==> src/rtl/credit_rx_arbiter.sv <==
// Arbitrates N_REQ requesters onto the single credit-buffer RX channel.
// Retried requests are parked per requester and replayed once their credit arrives.
module credit_rx_arbiter #(
    parameter int N_REQ = 4,
    parameter int ID_W  = 3,
    parameter int PL_W  = 5
) (
    input  logic                    clk,
    input  logic                    reset,
    input  logic [N_REQ-1:0]        req_valid_i,
    input  logic [N_REQ*ID_W-1:0]   req_id_i,
    input  logic [N_REQ*PL_W-1:0]   req_payload_i,
    output logic [N_REQ-1:0]        req_ready_o,
    output logic                    rx_valid_o,
    output logic [ID_W-1:0]         rx_id_o,
    output logic [PL_W-1:0]         rx_payload_o,
    output logic                    rx_credit_o,
    input  logic                    rx_ready_i,
    input  logic                    rx_retry_i,
    input  logic                    credit_gnt_i,
    input  logic [ID_W-1:0]         credit_id_i,
    output logic [3:0]              parked_cnt_o,
    output logic                    credit_orphan_o
);

    localparam int IDX_W = (N_REQ > 1) ? $clog2(N_REQ) : 1;

    localparam logic [1:0] S_IDLE     = 2'd0;
    localparam logic [1:0] S_PARKED   = 2'd1;
    localparam logic [1:0] S_CREDITED = 2'd2;

    logic [1:0]       state_q   [N_REQ];
    logic [1:0]       state_d   [N_REQ];
    logic [ID_W-1:0]  slot_id_q [N_REQ];
    logic [ID_W-1:0]  slot_id_d [N_REQ];
    logic [PL_W-1:0]  slot_pl_q [N_REQ];
    logic [PL_W-1:0]  slot_pl_d [N_REQ];

    logic             lock_q, lock_d;
    logic             lock_replay_q, lock_replay_d;
    logic [IDX_W-1:0] lock_idx_q, lock_idx_d;
    logic [ID_W-1:0]  lock_id_q, lock_id_d;
    logic [PL_W-1:0]  lock_pl_q, lock_pl_d;

    logic [IDX_W-1:0] rr_ptr_q, rr_ptr_d;
    logic [3:0]       parked_cnt_q, parked_cnt_d;
    logic             orphan_q, orphan_d;

    logic [ID_W-1:0]  req_id [N_REQ];
    logic [PL_W-1:0]  req_pl [N_REQ];

    logic             sel_valid, sel_replay;
    logic [IDX_W-1:0] sel_idx;
    logic [ID_W-1:0]  sel_id;
    logic [PL_W-1:0]  sel_pl;
    logic             fire;

    always_comb begin
        for (int r = 0; r < N_REQ; r++) begin
            req_id[r] = req_id_i[r*ID_W +: ID_W];
            req_pl[r] = req_payload_i[r*PL_W +: PL_W];
        end
    end

    // Source select: lock holder, then lowest CREDITED slot, then round-robin fresh.
    always_comb begin
        int idx;
        // NOTE: every always_comb output gets a default first so no path can infer a latch.
        sel_valid  = 1'b0;
        sel_replay = 1'b0;
        sel_idx    = '0;
        sel_id     = '0;
        sel_pl     = '0;
        idx        = 0;
        if (lock_q) begin
            sel_valid  = 1'b1;
            sel_replay = lock_replay_q;
            sel_idx    = lock_idx_q;
            sel_id     = lock_id_q;
            sel_pl     = lock_pl_q;
        end else begin
            for (int r = N_REQ - 1; r >= 0; r--) begin
                if (state_q[r] == S_CREDITED) begin
                    sel_valid  = 1'b1;
                    sel_replay = 1'b1;
                    sel_idx    = IDX_W'(r);
                end
            end
            if (sel_valid) begin
                sel_id = slot_id_q[sel_idx];
                sel_pl = slot_pl_q[sel_idx];
            end else begin
                for (int i = N_REQ - 1; i >= 0; i--) begin
                    idx = (int'(rr_ptr_q) + i) % N_REQ;
                    if (req_valid_i[idx] && state_q[idx] == S_IDLE) begin
                        sel_valid = 1'b1;
                        sel_idx   = IDX_W'(idx);
                    end
                end
                if (sel_valid) begin
                    sel_id = req_id[sel_idx];
                    sel_pl = req_pl[sel_idx];
                end
            end
        end
    end

    assign rx_valid_o   = sel_valid & ~reset;
    assign rx_id_o      = rx_valid_o ? sel_id : '0;
    assign rx_payload_o = rx_valid_o ? sel_pl : '0;
    assign rx_credit_o  = rx_valid_o & sel_replay;
    assign fire         = rx_valid_o & (rx_ready_i | rx_retry_i);

    always_comb begin
        req_ready_o = '0;
        if (fire && !sel_replay) begin
            req_ready_o[sel_idx] = 1'b1;
        end
    end

    always_comb begin
        logic             match;
        logic [IDX_W-1:0] match_idx;
        state_d       = state_q;
        slot_id_d     = slot_id_q;
        slot_pl_d     = slot_pl_q;
        orphan_d      = orphan_q;
        rr_ptr_d      = rr_ptr_q;
        lock_d        = 1'b0;
        lock_replay_d = lock_replay_q;
        lock_idx_d    = lock_idx_q;
        lock_id_d     = lock_id_q;
        lock_pl_d     = lock_pl_q;
        parked_cnt_d  = '0;
        match         = 1'b0;
        match_idx     = '0;

        if (fire && !sel_replay) begin
            rr_ptr_d = (sel_idx == IDX_W'(N_REQ - 1)) ? '0 : sel_idx + 1'b1;
            if (rx_retry_i) begin
                state_d[sel_idx]   = S_PARKED;
                slot_id_d[sel_idx] = sel_id;
                slot_pl_d[sel_idx] = sel_pl;
            end
        end
        // A retried replay is a protocol error: the slot simply stays CREDITED.
        if (rx_valid_o && sel_replay && rx_ready_i) begin
            state_d[sel_idx] = S_IDLE;
        end

        // Matching on registered state keeps a slot parked this cycle out of reach.
        for (int r = N_REQ - 1; r >= 0; r--) begin
            if (state_q[r] == S_PARKED && slot_id_q[r] == credit_id_i) begin
                match     = 1'b1;
                match_idx = IDX_W'(r);
            end
        end
        if (credit_gnt_i) begin
            if (match) begin
                state_d[match_idx] = S_CREDITED;
            end else begin
                orphan_d = 1'b1;
            end
        end

        if (rx_valid_o && !rx_ready_i && !rx_retry_i) begin
            lock_d        = 1'b1;
            lock_replay_d = sel_replay;
            lock_idx_d    = sel_idx;
            lock_id_d     = sel_id;
            lock_pl_d     = sel_pl;
        end

        for (int r = 0; r < N_REQ; r++) begin
            if (state_d[r] != S_IDLE) begin
                parked_cnt_d = parked_cnt_d + 4'd1;
            end
        end
    end

    // NOTE: sequential state is written only with non-blocking assignments.
    always_ff @(posedge clk or posedge reset) begin
        if (reset) begin
            for (int r = 0; r < N_REQ; r++) begin
                state_q[r] <= S_IDLE;
            end
            lock_q        <= 1'b0;
            lock_replay_q <= 1'b0;
            lock_idx_q    <= '0;
            lock_id_q     <= '0;
            lock_pl_q     <= '0;
            rr_ptr_q      <= '0;
            parked_cnt_q  <= '0;
            orphan_q      <= 1'b0;
        end else begin
            state_q       <= state_d;
            lock_q        <= lock_d;
            lock_replay_q <= lock_replay_d;
            lock_idx_q    <= lock_idx_d;
            lock_id_q     <= lock_id_d;
            lock_pl_q     <= lock_pl_d;
            rr_ptr_q      <= rr_ptr_d;
            parked_cnt_q  <= parked_cnt_d;
            orphan_q      <= orphan_d;
        end
    end

    // NOTE: slot id/payload storage has no reset; it is only read while the slot is not IDLE.
    always_ff @(posedge clk) begin
        slot_id_q <= slot_id_d;
        slot_pl_q <= slot_pl_d;
    end

    assign parked_cnt_o    = parked_cnt_q;
    assign credit_orphan_o = orphan_q;

endmodule

==> config.mk <==
export PLATFORM = sky130hd
export DESIGN_NAME = credit_rx_arbiter
export DESIGN_NICKNAME = d
export VERILOG_FILES = /design/src/rtl/credit_rx_arbiter.sv
export SDC_FILE = /design/constraint.sdc
export NUM_CORES = 1
export LEC_CHECK = 0
export CORE_MARGIN = 2
export CORE_UTILIZATION = 45
export DETAILED_ROUTE_END_ITERATION = 8
export GPL_TIMING_DRIVEN = 0
export PLACE_DENSITY = 0.69
export SYNTH_ARGS = -nofsm -noshare
export SYNTH_HDL_FRONTEND = slang
export SYNTH_SLANG_ARGS = --single-unit
==> constraint.sdc <==
create_clock -name clk -period 7.9 [get_ports clk]
set_input_delay 1.58 -clock clk [delete_from_list [all_inputs] [get_ports clk]]
set_output_delay 1.58 -clock clk [all_outputs]
set_load 0.05 [all_outputs]
==> flow_summary.json, run 1 <==
{
  "path_cells": "clkdlybuf4s50_1, nor3b_2, nor2_1, a221oi_1, o31ai_4, nand2_2, o31ai_1, o21ai_0, ha_1, and2_1, clkdlybuf4s50_1",
  "cpMostUsedCell": "clkdlybuf4s50_1",
  "required_ns": 6.32,
  "synth_most_common_cell": "nand2_1",
  "hold_viol": 0,
  "powerDensity_mw_per_mm2": 483,
  "post-route-util_pct": 57.8,
  "postRouteAntennaNets": 0,
  "yosys_register_bits": 59,
  "synth-main-ff-cell": "edfxtp_1",
  "async_flop_share_pct": 45.8,
  "critPathKind": "in -> out",
  "grt_use_total_pct": 23.0,
  "clock_skew_ns": 0.00976,
  "post_dp_cell_area_mm2": 0.00457,
  "cts_resized": 0,
  "timing.critical_path.slowest_stage_cell": "clkdlybuf4s50_1",
  "yosys.area_share.simple_pct": 18.8,
  "worst-r2r-cell-count": 16,
  "worstSetupStartpointType": "primary input",
  "vias": 3135,
  "worstHoldStart": "credit_orphan_o",
  "synth_top_cells_by_count": "nand2_1, edfxtp_1, mux2i_1, dfrtp_1, nor2_1",
  "design_area_mm2": 0.00475,
  "n_fill_cell": 734,
  "cts_tree": "done",
  "slew_violations": 0,
  "setup_viol": 0,
  "vias_per_cell": 5.78,
  "cts_buffers": 9,
  "die_h_um": 96.0,
  "p_leak_nw": 1.88,
  "grt_overflow": 0,
  "synthXorXnorAreaFrac_pct": 3.45,
  "synth_edf_count": 32,
  "cts_hold_buffers": 0,
  "fp.dieW_um": 96.0,
  "yosys.area_share.adder_pct": 2.30,
  "start_util_pct": 46.4,
  "synth.avg_cell_area_um2": 10.6,
  "cts_setup_buffers": 0,
  "synth_top_family_by_area": "compound AO/OA/AOI/OAI gates",
  "rsz0062_at_grt": "no",
  "nets": 483,
  "grt_pass1_wl_mm": 15.8,
  "synthMuxAreaShare_pct": 10.5,
  "period_needed_ns": 6.73,
  "layout-drive-gt1-share_pct": 12.8,
  "drt-wirelength-per-cell_um": 18.2,
  "synthCells": 359,
  "critical_path.max_stage_delay_ns": 0.79,
  "drc": 0,
  "path_clk_slew_ns": 0.07,
  "syn_area_mm2": 0.00381,
  "placementRows": 33,
  "crit_fanout": 6,
  "synth_top_area_share_pct": 25.2,
  "tightest_slew_ns": 0.922,
  "ir_drop_mv": 0.355,
  "synth_cell_types": 75,
  "hold_end": "credit_orphan_o",
  "area_delta_synth_final_pct": 24.7,
  "clock_tree.buffer_depth": 2,
  "htreeDepth": 3,
  "grt_max_degree": 33,
  "die-area_mm2": 0.00922,
  "gp_congestion": 0.867,
  "reg2reg_to": "parked_cnt_o[1]",
  "io_pins": 63,
  "placeableCoreArea_mm2": 0.00822,
  "hp-class": "reg -> reg",
  "firstDrtPassIters": 4,
  "root_buffer": "clkbuf_8",
  "synthesis.nets": 410,
  "status": "complete, no violations",
  "antenna_found_initial": 0,
  "clock_latency_ns": 0.35,
  "critPathBufInv": 2,
  "cp-end-kind": "primary output",
  "drtIter0Drc": 143,
  "synth_top_cell_by_area": "edfxtp_1",
  "synth_seq_area_share_pct": 42.9,
  "relSlewSlack_pct": 38.3,
  "fin_setup_tns_ns": 0,
  "drv_cap": 0,
  "clkSinkCount": 59,
  "clock.fmax_mhz": 149,
  "worstSetupPathDepth": 11,
  "r2r-start": "state_q[0]",
  "wirelength_mm": 9.85,
  "io_buffers": 62,
  "diodes": 0,
  "synth_compound_area_share_pct": 19.0,
  "worstPathArrival_ns": 5.15,
  "fin_crit_sh_pct": 85.2,
  "grt_pass1_vias": 3152,
  "holdWs_ns": 0.464,
  "hold_depth": 1,
  "path_delay_family": "buffers and inverters",
  "rrSetupSlack_ns": 3.23,
  "place_hpwl_mm": 7.35,
  "synth.area.top_cells": "edfxtp_1, dfrtp_1, mux2i_1",
  "yosys_warnings": 0
}
[registers in the layout (all words and copies together) (netlist names), 2 cells and up]
register	count
lock_pl_q	5
parked_cnt_o	4
rr_ptr_q	2
lock_idx_q	2
state_q	8
lock_id_q	3
slot_id_q	12
slot_pl_q	20
[power breakdown]
| part | total, mW | internal, mW | switching, mW |
|---|---|---|---|
| registers | 0.556 | 0.483 | 0.0735 |
| logic | 1.48 | 0.592 | 0.889 |
| clock network | 0.256 | 0.119 | 0.137 |
[routing by layer]
| layer | wire (um) | global-route usage (%) |
|---|---|---|
| met3 | 423 | 4.78 |
| met2 | 4930 | 39.8 |
| met5 | 0 | 0 |
| met1 | 4370 | 29.3 |
| met4 | 123 | 5.83 |
[final cells by class]
| class | count | area, um2 | share of cell area, % |
|---|---|---|---|
| Timing Repair Buffer | 62 | 621 | 13.1 |
| Clock buffer | 9 | 124 | 2.61 |
| Buffer | 11 | 62.6 | 1.32 |
| Clock inverter | 7 | 58.8 | 1.24 |
| Tap cell | 105 | 131 | 2.77 |
| Multi-Input combinational cell | 277 | 2070 | 43.6 |
| Inverter | 12 | 45.0 | 0.948 |
| Sequential cell | 59 | 1640 | 34.4 |
[cell families after synthesis]
logic type | Yosys count
simple gates | 123
compound gates | 92
flops | 59
mux | 39
buf+inv | 23
xor+xnor | 15
fa+ha+maj | 7
other cells | 1
[worst max path at each step]
stage,from,endpoint,slack (ns)
5_1_grt,req_valid_i[2],req_ready_o[1],0.95
2_1_floorplan,req_valid_i[1],rx_payload_o[0],2.33
3_5_place_dp,req_valid_i[3],req_ready_o[2],1.24
4_1_cts,req_valid_i[3],req_ready_o[2],1.23
3_3_place_gp,req_valid_i[3],req_ready_o[2],1.31
6_report,req_valid_i[3],req_ready_o[2],1.17
[metrics by stage]
step	setup WS (ns)	std cells	power [mW]
final	1.17	542	2.29
after global routing	0.955	542	2.44
after CTS	1.23	542	2.30
after detailed placement	1.24	526	2.04
after floorplan	2.33	359	1.64
after global placement	1.31	526	2.00
[layout by cell type (no fill, tap or decap), types with 3 or more instances in the layout]
master / netlist / final
mux2_2: 6 / 6
inv_1: 10 / 9
nor2_1: 15 / 15
xnor2_1: 10 / 10
nor3b_1: 7 / 7
nor3b_2: 4 / 4
a21oi_1: 7 / 7
mux2i_1: 32 / 32
xor2_1: 5 / 5
o31a_1: 6 / 6
edfxtp_1: 32 / 32
o21ai_1: 9 / 9
dfrtp_1: 27 / 27
o22ai_1: 7 / 7
o221ai_1: 3 / 3
clkbuf_1: 6 / 6
nand4_1: 3 / 3
nand2b_1: 5 / 5
and2_1: 12 / 12
o21a_1: 4 / 4
o21ai_0: 13 / 13
nand3_1: 9 / 9
clkbuf_8: 0 / 9
a21o_1: 5 / 5
inv_6: 0 / 3
clkdlybuf4s50_1: 0 / 62
nor3_1: 4 / 3
ha_1: 7 / 7
o22a_1: 3 / 3
nand2_1: 38 / 38
o311ai_0: 3 / 3
a31oi_1: 6 / 6
and3_1: 3 / 3
Note: power is estimated with default switching activity, not from simulation.
==> run 2, diff against run 1 <==
- CORE_ASPECT_RATIO: not set -> 1.2
- CORE_UTILIZATION: 45 -> 50
- PLACE_DENSITY: 0.69 -> 0.76
- SKIP_CTS_REPAIR_TIMING: not set -> 1
==> flow_summary.json, run 2 (synthesis results as in run 1) <==
{
  "firstDrtPassIters": 4,
  "reg2reg_to": "parked_cnt_o[1]",
  "largestRegisters": "slot_pl_q (20), slot_id_q (12), state_q (8)",
  "drv_cap": 0,
  "fin_crit_sh_pct": 83.6,
  "place_hpwl_mm": 7.01,
  "io_pins": 63,
  "rsz0062_at_grt": "no",
  "wirelength_mm": 9.31,
  "worstSetupStartpointType": "primary input",
  "cts_tree": "done",
  "clkSinkCount": 59,
  "vias_per_cell": 5.93,
  "layout_common_cells": "clkdlybuf4s50_1, nand2_1, mux2i_1, edfxtp_1, dfrtp_1",
  "fp.dieW_um": 83.7,
  "vias": 3130,
  "postRouteAntennaNets": 0,
  "setup_viol": 0,
  "worstPathArrival_ns": 5.03,
  "cp-end-kind": "primary output",
  "path_clk_slew_ns": 0.08,
  "period_needed_ns": 6.61,
  "diodes": 0,
  "die-area_mm2": 0.00834,
  "cts_buffers": 9,
  "rrSetupSlack_ns": 3.31,
  "drtIter0Drc": 157,
  "cpMostUsedCell": "clkdlybuf4s50_1",
  "critPathKind": "in -> out",
  "relSlewSlack_pct": 38.0,
  "antenna_found_initial": 0,
  "grt_pass1_wl_mm": 15.4,
  "timing.critical_path.slowest_stage_cell": "clkdlybuf4s50_1",
  "hp-class": "reg -> reg",
  "drt-wirelength-per-cell_um": 17.6,
  "layout-drive-gt1-share_pct": 12.8,
  "tightest_slew_ns": 0.926,
  "area_delta_synth_final_pct": 25.7,
  "clock_latency_ns": 0.34,
  "htreeDepth": 3,
  "clock.fmax_mhz": 151,
  "slew_violations": 0,
  "gp_congestion": 0.834,
  "final_common_cell": "clkdlybuf4s50_1",
  "start_util_pct": 52.1,
  "nets": 484,
  "powerDensity_mw_per_mm2": 487,
  "clock_skew_ns": 0.0119,
  "die_h_um": 99.6,
  "ir_drop_mv": 0.332,
  "status": "complete, no violations",
  "fin_setup_tns_ns": 0,
  "grt_max_degree": 33,
  "r2r-start": "state_q[0]",
  "crit_fanout": 6,
  "critical_path.max_stage_delay_ns": 0.80,
  "hold_viol": 0,
  "path_cells": "clkdlybuf4s50_1, nor3b_1, nor2_1, a221oi_1, o31ai_4, nand2_2, o31ai_1, o21ai_0, ha_1, and2_1, clkdlybuf4s50_1",
  "grt_overflow": 0,
  "design_area_mm2": 0.00479,
  "regMostFlops": "slot_pl_q",
  "worst-r2r-cell-count": 16,
  "largest_reg_flops": 20,
  "post_dp_cell_area_mm2": 0.00454,
  "p_leak_nw": 1.90,
  "drc": 0,
  "grt_use_total_pct": 23.5,
  "grt_pass1_vias": 3217,
  "io_buffers": 62,
  "hold_end": "credit_orphan_o",
  "root_buffer": "clkbuf_8",
  "placeableCoreArea_mm2": 0.00732,
  "clock_tree.buffer_depth": 2,
  "placementRows": 34,
  "worstHoldStart": "credit_orphan_o",
  "hold_depth": 1,
  "required_ns": 6.32
}
==> run 2: report_power, final <==
group	internal [mW]	switching (mW)
sequential	0.483	0.0722
clock	0.186	0.125
combinational	0.593	0.877
==> run 2: per-stage QoR <==
stage               util (%)  worst slack [ns]  hold WS, ns  power (mW)  std cells
floorplan                  -              2.33        0.450        1.64        359
global placement        62.1              1.33        0.445        1.99        511
detailed placement      62.1              1.28        0.447        2.02        511
CTS                     65.2              1.28        0.465        2.34        527
global route            65.5              1.04        0.490        2.49        528
finish                  65.5              1.29        0.460        2.34        528
==> run 2: area by class of cell <==
class	count	area [um2]
Fill cell	602	2530
Multi-Input combinational cell	277	2070
Sequential cell	59	1640
Timing Repair Buffer	63	636
Clock buffer	10	138
Tap cell	90	113
Clock inverter	6	88.8
Buffer	11	62.6
Inverter	12	45.0
==> run 2: worst max-delay path by stage <==
stage	start	endpoint	slack (ns)
after floorplan	req_valid_i[1]	rx_payload_o[0]	2.33
after global placement	req_valid_i[3]	req_ready_o[2]	1.33
after detailed placement	req_valid_i[2]	req_ready_o[2]	1.28
after CTS	req_valid_i[2]	req_ready_o[2]	1.28
after global routing	req_valid_i[3]	req_ready_o[2]	1.04
final	req_valid_i[2]	req_ready_o[2]	1.29
==> run 2: routing by layer <==
layer	GRT usage, %	wire length [um]	up-vias	share of wire (%)
met2	40.1	4620	101	50
met4	7.94	191	0	2.1
met5	0	0	-	0
li1	-	-	1513	-
met1	29.6	4060	1497	44
met3	5.31	437	19	4.7
==> run 2: worst max-delay path: cells and delay by family <==
kind                       cells  cell delay, ns
adders and majority gates      1            0.28
AOI/OAI and AO/OA              4            1.08
buffers and inverters          2            1.26
and+or+nand+nor                4            0.84
==> run 3, diff against run 2 <==
- CORE_UTILIZATION: 50 -> 49
- PLACE_DENSITY: 0.76 -> 0.77
- clock period: 7.9 -> 5.5 ns (I/O delays scaled with it)
==> flow_summary.json, run 3 (synthesis results as in run 1) <==
{
  "placeableCoreArea_mm2": 0.00762,
  "critPathKind": "in -> out",
  "layout-drive-gt1-share_pct": 13.0,
  "htreeDepth": 3,
  "vias_per_cell": 6.04,
  "crit_fanout": 10,
  "n_fill_cell": 668,
  "status": "complete, no violations",
  "diodes": 0,
  "drc": 0,
  "nets": 484,
  "largest_reg_flops": 20,
  "firstDrtPassIters": 4,
  "io_pins": 63,
  "grt_overflow": 0,
  "antenna_found_initial": 0,
  "rsz0062_at_grt": "no",
  "relSlewSlack_pct": 32.5,
  "grt_pass1_wl_mm": 15.8,
  "worstPathArrival_ns": 4.25,
  "cts_tree": "done",
  "hold_viol": 0,
  "vias": 3201,
  "place_hpwl_mm": 7.25,
  "clock_tree.buffer_depth": 2,
  "tightest_slew_ns": 1.01,
  "critical_path.max_stage_delay_ns": 0.83,
  "p_leak_nw": 2.06,
  "design_area_mm2": 0.00482,
  "post_dp_cell_area_mm2": 0.00455,
  "power_mw": 3.33,
  "die-area_mm2": 0.00850,
  "rrSetupSlack_ns": 0.88,
  "multi_input_area_mm2": 0.00209,
  "dp.cells": 513,
  "worstSetupStartpointType": "primary input",
  "gp_congestion": 0.853,
  "fin_crit_sh_pct": 97.3,
  "timing.critical_path.slowest_stage_cell": "clkdlybuf4s50_1",
  "period_needed_ns": 5.35,
  "die_h_um": 101,
  "register_area_mm2": 0.00164,
  "largestRegisters": "slot_pl_q (20), slot_id_q (12), state_q (8)",
  "setup_slack_ns": 0.150,
  "grt_use_total_pct": 23.9,
  "hp-class": "reg -> reg",
  "final_cells": 530,
  "start_util_pct": 50.0,
  "root_buffer": "clkbuf_8",
  "placementRows": 35,
  "path_clk_slew_ns": 0.06,
  "drv_cap": 0,
  "setup_viol": 0,
  "regMostFlops": "slot_pl_q",
  "cts_buffers": 9,
  "clkSinkCount": 59,
  "clock_latency_ns": 0.33,
  "pre_cts_ws_ns": -0.138,
  "required_ns": 4.40,
  "postRouteAntennaNets": 0,
  "fp.dieW_um": 84.5,
  "drtIter0Drc": 155,
  "final_common_cell": "clkdlybuf4s50_1",
  "powerDensity_mw_per_mm2": 692,
  "clock_skew_ns": 0.00824,
  "wirelength_mm": 9.89,
  "clock.fmax_mhz": 187,
  "path_cells": "clkdlybuf4s50_1, nor3b_2, mux2i_1, o221ai_2, or3_1, buf_6, buf_6, nand4_1, and3_1, o21ai_1, clkdlybuf4s50_1",
  "slew_violations": 0,
  "io_buffers": 62,
  "drt-wirelength-per-cell_um": 18.7,
  "grt_max_degree": 33,
  "cp-end-kind": "primary output",
  "grt_pass1_vias": 3199,
  "layout_common_cells": "clkdlybuf4s50_1, nand2_1, mux2i_1, edfxtp_1, dfrtp_1",
  "ir_drop_mv": 0.362,
  "area_delta_synth_final_pct": 26.4
}
-- run 3: metrics by stage --
| stage | setup TNS, ns | utilization (%) | hold slack [ns] |
|---|---|---|---|
| after floorplan | 0 | - | 0.450 |
| after global placement | -0.368 | 59.7 | 0.442 |
| after detailed placement | -0.772 | 59.7 | 0.452 |
| after CTS | -0.640 | 62.2 | 0.466 |
| after global routing | 0 | 63.2 | 0.479 |
| final | 0 | 63.2 | 0.461 |
-- run 3: routing by layer --
layer	global-route usage [%]	up-vias	wire length [um]
li1	-	1514	-
met1	28.8	1562	3950
met2	41.5	100	5150
met3	4.34	25	528
met4	10.9	0	261
met5	0	-	0
-- run 3: layout make-up --
class | count | share of cell area (%)
multi-input cells | 277 | 43.4
inverters | 12 | 0.935
flip-flops and latches | 59 | 34.0
clock inverters | 6 | 1.14
repair buffers | 63 | 14.0
plain buffers | 11 | 1.30
well taps | 92 | 2.39
clock buffers | 10 | 2.86
-- run 3: path summary, 6_finish.rpt --
kind / end / cells after the start / from
worst max-delay path: rx_payload_o[2] / 11 / req_valid_i[0]
worst min-delay path: credit_orphan_o / 1 / credit_orphan_o
worst max register to register: parked_cnt_o[1] / 16 / state_q[0]
worst min register to register: credit_orphan_o / 1 / credit_orphan_o
max in group asynchronous: credit_orphan_o / 3 / reset
min in group asynchronous: lock_id_q[2] / 2 / reset
-- run 3: critical path, delay by kind of cell --
| family | cells | cell delay, ns |
|---|---|---|
| buffers and inverters | 4 | 1.58 |
| AND/OR/NAND/NOR | 4 | 0.86 |
| AO/OA/AOI/OAI | 2 | 0.56 |
| multiplexers | 1 | 0.15 |
-- run 3: power breakdown --
group | internal [mW] | switching (mW)
clock network | 0.217 | 0.168
registers | 0.694 | 0.112
logic | 0.852 | 1.29
total | 1.76 | 1.57
==> edit 1, RTL diff (config.mk and constraints of run 2) <==
Change the parameter `PL_W` from 5 to 7.
--- a/src/rtl/credit_rx_arbiter.sv
+++ b/src/rtl/credit_rx_arbiter.sv
@@ -5,3 +5,3 @@
     parameter int ID_W  = 3,
-    parameter int PL_W  = 5
+    parameter int PL_W  = 7
 ) (
Ports: changed (resized req_payload_i and rx_payload_o); port bits go from 63 to 73. No check against the original RTL was run, so the function may have changed too.
==> edit 1 against run 2 <==
- combinational power up 13%
- largest power group unchanged
- sequential cell count up 10
- cell area up 8.6%
- area after synthesis up 9.6%
- highest routed layer unchanged
- power up 9.2%
- worst hold slack better by 0.012 ns
- wire length up 18%
- setup slack better by 0.069 ns
==> edit 1: results <==
{
  "synth_cell_type_count": 79,
  "dp_cells": 565,
  "cp-startpoint": "req_valid_i[1]",
  "antenna_found_initial": 0,
  "peakVddDrop_uv": 323,
  "postSynthCellCount": 398,
  "grt_first_pass_wirelength_mm": 17.4,
  "min_path_cells": 1,
  "total_leakage_power_nw": 2.02,
  "path_max_fanout": 7,
  "port-buffer-count": 72,
  "yosys_warnings": 0,
  "synth-edff-count": 40,
  "cts_buffers": 9,
  "hold_path.class": "reg -> reg",
  "clk_path_buf_depth": 2,
  "wl_mm": 11.0,
  "antenna_cells": 0,
  "async_flop_share": 0.420,
  "cts_max_level": 3,
  "drive_gt1_frac": 0.133,
  "ff2ff_path_depth": 18,
  "synth_flop_cell": "edfxtp_1",
  "place.gp.congestion": 0.884,
  "syn-num-nets": 457,
  "drtIter0Drc": 250,
  "slowest_delay_ns": 0.79,
  "cts.clk_slew.worst_paths_ns": 0.07,
  "ys_seq_area_frac": 0.461,
  "netlist_top_cells_count": "nand2_1, edfxtp_1, nor2_1, dfrtp_1, a21oi_1",
  "worst_clock_skew_ns": 0.00971,
  "clock_latency_ns": 0.35,
  "dr.pass1.iters": 5,
  "hpwl_mm": 8.26,
  "root_buffer": "clkbuf_8",
  "tightest_slew_ns": 0.756,
  "cpMaxStageDelayCell": "clkdlybuf4s50_1",
  "fillerInstances": 664,
  "viasPerCell": 6.02,
  "arrival_ns": 4.96,
  "finalNetCount": 541,
  "synthTopCellsByArea": "edfxtp_1, dfrtp_1, nand2_1",
  "grt_usage": 0.249,
  "min_from": "credit_orphan_o$_DFFE_PP0P_",
  "fin_tns_setup_ns": 0,
  "status": "finished clean",
  "r2r-start": "state_q[2]$_DFF_PP0_",
  "route.vias.total": 3503,
  "grt_max_degree": 31,
  "top_regs": "slot_pl_q: 28 flops, slot_id_q: 12 flops, state_q: 8 flops"
}
==> edit 1: cell types whose count changed in the layout (fill, tap and decap cells not counted), moves of 7 or more <==
cell and delta:
clkdlybuf4s50_1 +10, o21ai_0 -7, nand2_1 +19, edfxtp_1 +8
mux2i_1 -22, nor2_1 +15, a21oi_1 +7
==> edit 1: path summary, 6_finish.rpt <==
kind                                                to  slack [ns]
max                                     req_ready_o[0]        1.36
min                        credit_orphan_o$_DFFE_PP0P_        0.47
max reg2reg                  parked_cnt_o[1]$_DFF_PP0_        3.15
min reg2reg                credit_orphan_o$_DFFE_PP0P_        0.47
max in group asynchronous     lock_id_q[0]$_DFFE_PP0P_        5.81
min in group asynchronous  credit_orphan_o$_DFFE_PP0P_        1.64
==> edit 1: power breakdown <==
| group | switching [mW] | internal, mW |
|---|---|---|
| logic | 1.02 | 0.642 |
| registers | 0.0735 | 0.573 |
| clock network | 0.128 | 0.112 |
| total | 1.22 | 1.33 |
==> edit 1: logic make-up (layout without fill, tap and decap cells) <==
group,Yosys count,count (layout),synth area share
DFF,69,69,0.461
other,1,1,0.000898
adders and majority gates,7,7,0.0210
xor gates and xnor gates,15,15,0.0315
muxes,23,23,0.0662
and+or+nand+nor,164,164,0.210
buffers and inverters,26,115,0.0300
AOI/OAI and AO/OA,93,93,0.179
==> edit 1: final cells by class <==
class,count,area share
multi-input cells,303,0.408
inverters,11,0.00818
plain buffers,15,0.0159
clock inverters,5,0.00529
clock buffers,11,0.0253
well taps,95,0.0229
repair buffers,73,0.144
flip-flops and latches,69,0.370
==> edit 1: metal layers <==
metal,vias to the layer above,track usage,share of wire
met2,155,0.414,0.50
li1,1650,-,-
met5,-,0,0
met4,0,0.127,0.033
met1,1666,0.308,0.41
met3,32,0.0349,0.057
==> edit 1: metrics by stage <==
stage	setup WS, ns	area (um2)	power [mW]	hold WS [ns]
4_1_cts	1.37	5170	2.54	0.475
6_report	1.36	5200	2.55	0.471
3_3_place_gp	1.41	5010	2.26	0.454
5_1_grt	1.14	5200	2.72	0.491
2_1_floorplan	2.11	4180	1.86	0.449
3_5_place_dp	1.39	5010	2.30	0.458
==> edit 1: critical path, delay by kind of cell <==
family | cells | cell delay [ns]
AO/OA/AOI/OAI | 3 | 0.67
adder cells (fa/ha/maj) | 1 | 0.22
buffers and inverters | 4 | 1.60
AND/OR/NAND/NOR | 5 | 0.89
==> edit 2, RTL diff (settings of run 2) <==
Without the edit above. The output `parked_cnt_o` loses its register stage (`parked_cnt_q` becomes a continuous assignment).
--- a/src/rtl/credit_rx_arbiter.sv
+++ b/src/rtl/credit_rx_arbiter.sv
@@ -192,3 +192,2 @@
             rr_ptr_q      <= '0;
-            parked_cnt_q  <= '0;
             orphan_q      <= 1'b0;
@@ -202,3 +201,2 @@
             rr_ptr_q      <= rr_ptr_d;
-            parked_cnt_q  <= parked_cnt_d;
             orphan_q      <= orphan_d;
@@ -206,2 +204,4 @@
     end
+
+    assign parked_cnt_q = parked_cnt_d;
 
Behaviour: not the same (a bounded check fails within 4 cycles, from zero or initial values and one cycle with reset high).
==> edit 2 against run 2 <==
- wire length down 5.1%
- area after synthesis down 4.5%
- setup slack worse by 0.97 ns
- sequential cell count down 4
- cell area down 6.5%
- die area down 4.3%
Power is left out: the tool's default activity adds up to more than one toggle a clock period on the data nets, which glitch-free logic cannot reach.
==> edit 2: results <==
{
  "status": "finished clean",
  "slew-limit-headroom": 0.305,
  "fillerInstances": 590,
  "ys_seq_area_frac": 0.422,
  "arrival_ns": 6.00,
  "cts_buffers": 5,
  "antenna_found_initial": 0,
  "grt_usage": 0.232,
  "worst_clock_skew_ns": 0.0107,
  "route.vias.total": 2984,
  "post_drt_wl_per_cell_um": 17.5,
  "antenna_cells": 0,
  "async_flop_share": 0.418,
  "slowest_delay_ns": 0.49,
  "port-buffer-count": 61,
  "syn-num-nets": 398,
  "hpwl_mm": 6.73,
  "dp_cells": 498,
  "synth_fa_ha_area_frac": 0.0241,
  "netlist_top_cells_count": "edfxtp_1, nand2_1, dfrtp_1, mux2i_1, nor2_1",
  "top_regs": "slot_pl_q: 20 flops, slot_id_q: 12 flops, state_q: 8 flops",
  "synthXorXnorAreaFrac": 0.0405,
  "critical_path.top_delay_family": "compound AO/OA/AOI/OAI gates",
  "cts_max_level": 2,
  "clock_latency_ns": 0.32,
  "synthTopCellsByArea": "edfxtp_1, dfrtp_1, mux2i_1",
  "dpl_cell_area_um2": 4360,
  "drtIter0Drc": 212,
  "wl_mm": 8.84,
  "path_max_fanout": 10,
  "clk_path_buf_depth": 2,
  "place.gp.congestion": 0.888,
  "muxShareOfSynthArea": 0.0887,
  "reg2reg_slack_ns": 4.63,
  "grt_pass1_vias": 2923,
  "synth_cell_type_count": 72,
  "cts.clk_slew.worst_paths_ns": 0.11,
  "cpMaxStageDelayCell": "clkdlybuf4s50_1",
  "grt_first_pass_wirelength_mm": 14.3,
  "grt_max_degree": 26,
  "yosys_warnings": 0,
  "drive_gt1_frac": 0.135,
  "finalNetCount": 466,
  "avgSynthCellArea_um2": 10.5,
  "slew_viol_final": 0,
  "synth_compound_area_frac": 0.184,
  "synth-edff-count": 32
}
## edit 2: cell types whose count changed after synthesis, sizes merged, moves of 5 or more
cell | before | now
nand2 | 39 | 30
nand4 | 3 | 10
buf | 5 | 10
a21oi | 7 | 15
o21ai | 24 | 15
mux2i | 33 | 21
or2 | 0 | 5
o22ai | 7 | 1
nand2b | 6 | 13
## edit 2: area by class of cell
type	instances	area share
Clock inverter	3	0.00615
Timing Repair Buffer	61	0.138
Inverter	11	0.00922
Multi-Input combinational cell	268	0.442
Clock buffer	5	0.0154
Buffer	13	0.0207
Sequential cell	55	0.343
Tap cell	90	0.0251
## edit 2: cells by family after synthesis
family | Yosys count
XOR/XNOR | 16
AND/OR/NAND/NOR | 128
other | 1
adder cells (fa/ha/maj) | 7
AO/OA/AOI/OAI | 85
multiplexers | 31
flip-flops | 55
buffers and inverters | 24
## edit 2: metrics by stage
step / util / setup TNS (ns) / hold slack, ns / setup slack (ns)
after floorplan: - / 0 / 0.449 / 1.14
after global placement: 0.611 / -0.0756 / 0.444 / -0.0621
after detailed placement: 0.611 / -0.286 / 0.447 / -0.178
after CTS: 0.624 / -0.284 / 0.472 / -0.176
after global routing: 0.627 / 0 / 0.498 / 0.0127
final: 0.627 / 0 / 0.468 / 0.320
## edit 2: routing by layer
metal | vias to the layer above | track usage | wire (um)
met5 | - | 0 | 0
met4 | 0 | 0.0744 | 118
met3 | 9 | 0.0242 | 370
met2 | 80 | 0.391 | 4430
met1 | 1466 | 0.309 | 3920
li1 | 1429 | - | -
## edit 2: worst paths after layout
| kind | cells after the start | to | startpoint |
|---|---|---|---|
| setup / recovery | 17 | parked_cnt_o[1] | req_valid_i[2] |
| hold / removal | 1 | credit_orphan_o$_DFFE_PP0P_ | credit_orphan_o$_DFFE_PP0P_ |
| setup reg to reg | 11 | state_q[0]$_DFF_PP0_ | state_q[6]$_DFF_PP0_ |
| hold reg to reg | 1 | credit_orphan_o$_DFFE_PP0P_ | credit_orphan_o$_DFFE_PP0P_ |
| max in group asynchronous | 2 | lock_id_q[0]$_DFFE_PP0P_ | reset |
| min in group asynchronous | 2 | rr_ptr_q[1]$_DFFE_PP0N_ | reset |
